**config.mk**
```make
export PLATFORM = sky130hd
export DESIGN_NAME = ahb_si_arbiter
export DESIGN_NICKNAME = d
export VERILOG_FILES = /design/src/rtl/ahb_si_arbiter.sv
export SDC_FILE = /design/constraint.sdc
export NUM_CORES = 1
export LEC_CHECK = 0
export BUFFER_PORTS_ARGS = -buffer_cell sky130_fd_sc_hd__buf_2
export CORE_MARGIN = 2
export CORE_UTILIZATION = 25
export CTS_CLUSTER_SIZE = 14
export DETAILED_ROUTE_END_ITERATION = 7
export PLACE_DENSITY = 0.5
export SKIP_LAST_GASP = 1
export SLEW_MARGIN = 30
export SYNTH_ARGS = -nofsm -noshare
export SYNTH_HDL_FRONTEND = slang
export SYNTH_SLANG_ARGS = --single-unit
```
**constraint.sdc**
```tcl
create_clock -name HCLK -period 2.8 [get_ports HCLK]
set_input_delay 0.56 -clock HCLK [delete_from_list [all_inputs] [get_ports HCLK]]
set_output_delay 0.56 -clock HCLK [all_outputs]
set_load 0.05 [all_outputs]
```
**src/rtl/ahb_si_arbiter.sv**
```systemverilog
// rtl/ahb_si_arbiter.sv - per-slave AHB arbiter driving one-hot address- and data-phase selects
// Build option: AHB_ARB_ROUND_ROBIN_EN selects round-robin arbitration (default: fixed priority, lowest index wins)
module ahb_si_arbiter #(
   parameter int CHANNEL_NUM = 4
) (
   input  logic                   HCLK,
   input  logic                   HRESETn,
   input  logic [CHANNEL_NUM-1:0] hbusreq,
   input  logic                   hready,
   input  logic [1:0]             htrans_cur,
   input  logic                   hmastlock_cur,
   output logic [CHANNEL_NUM-1:0] addr_sel,
   output logic [CHANNEL_NUM-1:0] data_sel,
   output logic                   data_active
);

   localparam logic [1:0] TRANS_BUSY = 2'b01;
   localparam logic [1:0] TRANS_SEQ  = 2'b11;

   logic                   hold;
   logic [CHANNEL_NUM-1:0] grant;

   // Current owner keeps the bus through locked sequences and burst continuations (SEQ/BUSY)
   always_comb begin
      hold = (|addr_sel) &&
             (hmastlock_cur || (htrans_cur == TRANS_SEQ) || (htrans_cur == TRANS_BUSY));
   end

`ifdef AHB_ARB_ROUND_ROBIN_EN
   localparam int PW = (CHANNEL_NUM > 1) ? $clog2(CHANNEL_NUM) : 1;

   logic [PW-1:0] rr_ptr;
   logic [PW-1:0] grant_idx;
   logic [PW-1:0] cand;
   logic          found;
   int            idx;

   // Round-robin search: start one past the last granted master, wrap, first requester wins
   always_comb begin
      grant     = '0;
      grant_idx = rr_ptr;
      found     = 1'b0;
      idx       = 0;
      cand      = '0;
      for (int off = 1; off <= CHANNEL_NUM; off++) begin
         idx = int'(rr_ptr) + off;
         if (idx >= CHANNEL_NUM) begin
            idx = idx - CHANNEL_NUM;
         end
         cand = PW'(idx);
         if (!found && hbusreq[cand]) begin
            found       = 1'b1;
            grant[cand] = 1'b1;
            grant_idx   = cand;
         end
      end
   end

   // Pointer remembers the most recent fresh grant; held and empty grants leave it alone
   always_ff @(posedge HCLK or negedge HRESETn) begin
      if (!HRESETn) begin
         rr_ptr <= PW'(CHANNEL_NUM - 1);
      end else if (hready && !hold && found) begin
         rr_ptr <= grant_idx;
      end
   end
`else
   // Fixed priority: isolate the lowest set request bit
   always_comb begin
      grant = hbusreq & (~hbusreq + CHANNEL_NUM'(1));
   end
`endif

   // Address-phase grant and its one-transfer-delayed data-phase copy; everything stalls on wait states
   always_ff @(posedge HCLK or negedge HRESETn) begin
      if (!HRESETn) begin
         addr_sel    <= '0;
         data_sel    <= '0;
         data_active <= 1'b0;
      end else if (hready) begin
         if (!hold) begin
            addr_sel <= grant;
         end
         data_sel    <= htrans_cur[1] ? addr_sel : '0;
         data_active <= htrans_cur[1] & (|addr_sel);
      end
   end

endmodule

```
### Word-level counts from Yosys, hierarchy flattened

Cells that the tools add are included.

| word-level totals | value |
|---|---|
| register bits after elaboration | 9 |
| logic and storage cells | 16 |

| operators by class | value |
|---|---|
| bitwise operators | 4 |
| equal/unequal tests | 2 |
| add/subtract/negate cells | 1 |
| reduce and logical (&&, ||, !) cells | 5 |
| multiplexer cells | 1 |

Operators with widths:

| cell | number |
|---|---|
| $add 4x1->4 const B | 1 |
| $and 4x4->4 | 1 |
| $mux 4 | 1 |
| $not 4->4 | 1 |
| $reduce_or 4->1 | 1 |
| $eq 2x1->1 const B | 1 |
| $eq 2x2->1 const B | 1 |
| $logic_or 1x1->1 | 2 |
| $reduce_and 2->1 | 1 |
| $and 1x1->1 | 1 |
| $logic_and 1x1->1 | 1 |
| $not 1->1 | 1 |

### Longest topological paths before layout

| depth | value |
|---|---|
| depth after elaboration | 6 |
| mapped depth | 3 |
| depth with buffers taken out | 3 |

### Worst setup path after synthesis

No wires, ideal clock.

| timing | value |
|---|---|
| path kind | register -> register |
| from | reg addr_sel[0] |
| to | reg addr_sel[1] |
| data arrival time | 1.429 ns |
| path buffers | 0 |
| period minus slack after synthesis | 1.498 ns |
| slack | 1.302 ns |
| library setup time | 0.069 ns |
| stages on the path, launching flop included | 4 |
| path through | dfrtp_1 > or4_4 > o21ai_2 > a32o_1 |

| on the way | value |
|---|---|
| word-level cells in the longest chain between the ends | 4 |

RTL lines:

| item | RTL line | RTL |
|---|---|---|
| from (decl) | 12 | `output logic [CHANNEL_NUM-1:0] addr_sel,` |
| from (signal assigned) | 82 | `addr_sel <= grant;` |
| $reduce_or 4->1 | 25 | `hold = (\|addr_sel) &&` |
| $logic_and 1x1->1 | 25 |  |
| $not 1->1 (no source line) | - |  |
| $reduce_and 2->1 (no source line) | - |  |

Every way passes these cells.
A chain may end at the register's enable or synchronous reset.

### Worst setup path after layout

| timing | value |
|---|---|
| from | reg addr_sel[3] |
| to | out addr_sel[3] |

No word-level cell between the ends.

==> flow_summary.yaml <==
global_routing:
  grt_pass1_vias: 311
  antenna_found_initial: 0
  overflow: 0
  grt_pass1_wl_um: 1410
  track_usage: 0.109
  grt_max_degree: 14
critical_path:
  arrival_ps: 940
  worstReg2RegEnd: "addr_sel[1]$_DFFE_PN0P_"
  crit_fanout: 4
  r2r_cells: 3
  reg2reg_from: "addr_sel[0]$_DFFE_PN0P_"
  cpPeakStageDelay_ps: 400
  worstSetupStartpoint: "addr_sel[3]$_DFFE_PN0P_"
  cp_slowest_cell: "dfrtp_1"
  crit_chain: "buf_2"
  end_kind: "output port"
  critPathTopFamily: "flip-flops"
  startpoint_type: "register"
  crit_type: "register to output port"
  r2r_slack_ps: 1470
  path_buf_inv: 1
  worst_ep_required_time_ps: 2240
place:
  place_area_um2: 492
  io_buffers: 18
  place_inst: 69
  dp_hpwl_um: 673
  place.gp.congestion: 0.679
sta:
  fin_skew_ps: 8.25
  rsz0062_at_grt: "no"
  drv_slew: 0
  setup-violations-final: 0
  max_freq_mhz: 666
  period_minus_slack_ps: 1500
  max_slew_margin: 0.832
  period_share: 0.537
  tns_ps: 0
  worstMarginPinSlew_ps: 254
  hold_violations: 0
detailed_routing:
  route.detailed.drc: 0
  ant_nets: 0
  vias: 331
  drtPass1Iterations: 3
  first_iter_violations: 10
  wl_per_cell_um: 12.1
  viasPerCell: 4.53
  routed_wl_um: 881
logic_synthesis:
  yosysWarnings: 0
  synth.distinct_cells: 12
  synth-seq-cells: 9
  syn_nets: 46
  synth_area_leaders: "dfrtp_1, a32o_1, nand3_1"
  synth_simple_gate_area_share: 0.166
  ys_seq_area_frac: 0.584
  synth_top_area_cell: "dfrtp_1"
  synth_xor_area_frac: 0
  synth_cells: 36
  synth_top_area_share: 0.584
  syn-cell-area_um2: 385
  synth_mux_area_frac: 0
  synth_fa_ha_area_frac: 0
  synth_compound_area_frac: 0.192
  synth_top_family_by_area: "compound AO/OA/AOI/OAI gates"
  synth_area_per_cell_um2: 10.7
power:
  p_leak_nw: 0.258
  p_per_area_mw_per_mm2: 852
  ir_worst_vdd_mv: 0.249
  power.total_w: 0.000442
finish:
  nets: 68
  fin_cells: 73
  area.growth.synth_to_final_pct: 34.4
  final_common_cell: "buf_2"
  n_antenna_cell: 0
  final_util: 0.352
  n_fill_cell: 169
  drive_above_1_share: 0.404
  design_area_um2: 518
  mostFrequentLayoutCells: "buf_2, dfrtp_1, inv_1, nand3_1, o21ai_0"
die:
  initial_core_util: 0.262
  die_h_um: 43.3
  coreArea_mm2: 0.00147
  die_area_mm2: 0.00187
  num_io_pins: 19
  die_x_um: 43.3
  core.rowCount: 14
clock_network:
  cts_tree: "done"
  htree_levels: 1
  clk_latency_ps: 260
  postCtsResizedCells: 0
  clk_pin_slew_ps: 70
  clockRootBuffer: "clkbuf_4"
  cts_buffer_depth: 2
  post_cts_buffers: 0
  numCtsBuffers: 3
  cts_sinks: 9
  cts.hold.buffers_added: 0
hold_path:
  hold_class: "input port to asynchronous set/reset pin"
job:
  maxCapViolCount: 0
run_status:
  status: "complete, no violations"
where the power goes:
| part | switching (W) | internal [W] |
|---|---|---|
| registers | 0.0000192 | 0.000154 |
| clock network | 0.0000439 | 0.0000548 |
| logic | 0.000123 | 0.0000468 |
stage by stage:
| stage | hold slack, ps | setup slack [ps] |
|---|---|---|
| after global placement | 425 | 1510 |
| after floorplan | 264 | 1300 |
| after detailed placement | 421 | 1500 |
| after CTS | 137 | 1290 |
| final | 138 | 1300 |
| after global routing | 146 | 1250 |
layer usage:
layer | share of wire | track usage | vias up
li1 | - | - | 172
met2 | 0.44 | 0.149 | 15
met5 | 0 | 0 | -
met1 | 0.46 | 0.143 | 142
met3 | 0.083 | 0.0383 | 2
met4 | 0.014 | 0.0727 | 0
synthesized netlist by cell type:
library cell and count:
or4_4 1, nor3b_1 1, nor2_1 1, o21ai_2 1, inv_1 5, nand3_1 5, nand2_1 1, a32o_1 4
nor2b_1 2, o21ai_0 5, clkbuf_1 1, dfrtp_1 9
cell type report:
class	count	area, um^2	area share
tap	16	20.0	0.0386
clock buffer	4	26.3	0.0507
sequential	9	225	0.435
inverter	5	18.8	0.0362
multi-input combinational	21	138	0.266
timing repair buffer	18	90.1	0.174
cell families after synthesis:
family	after synthesis
AO/OA/AOI/OAI	10
buffers and inverters	6
AND/OR/NAND/NOR	11
flip-flops	9
registers in the layout, indices dropped and copies added, names as in the netlist:
signal,count
data_sel,4
data_active,1
addr_sel,4
how the worst max path moves through the flow:
| stage | end | slack [ps] | cells past startpoint |
|---|---|---|---|
| floorplan | addr_sel[1]$_DFFE_PN0P_ | 1300 | 3 |
| global placement | addr_sel[0]$_DFFE_PN0P_ | 1510 | 3 |
| detailed placement | addr_sel[0]$_DFFE_PN0P_ | 1500 | 3 |
| CTS | addr_sel[2] | 1290 | 1 |
| global route | addr_sel[3] | 1250 | 1 |
| finish | addr_sel[3] | 1300 | 1 |
(Power assumes the default switching activity.)
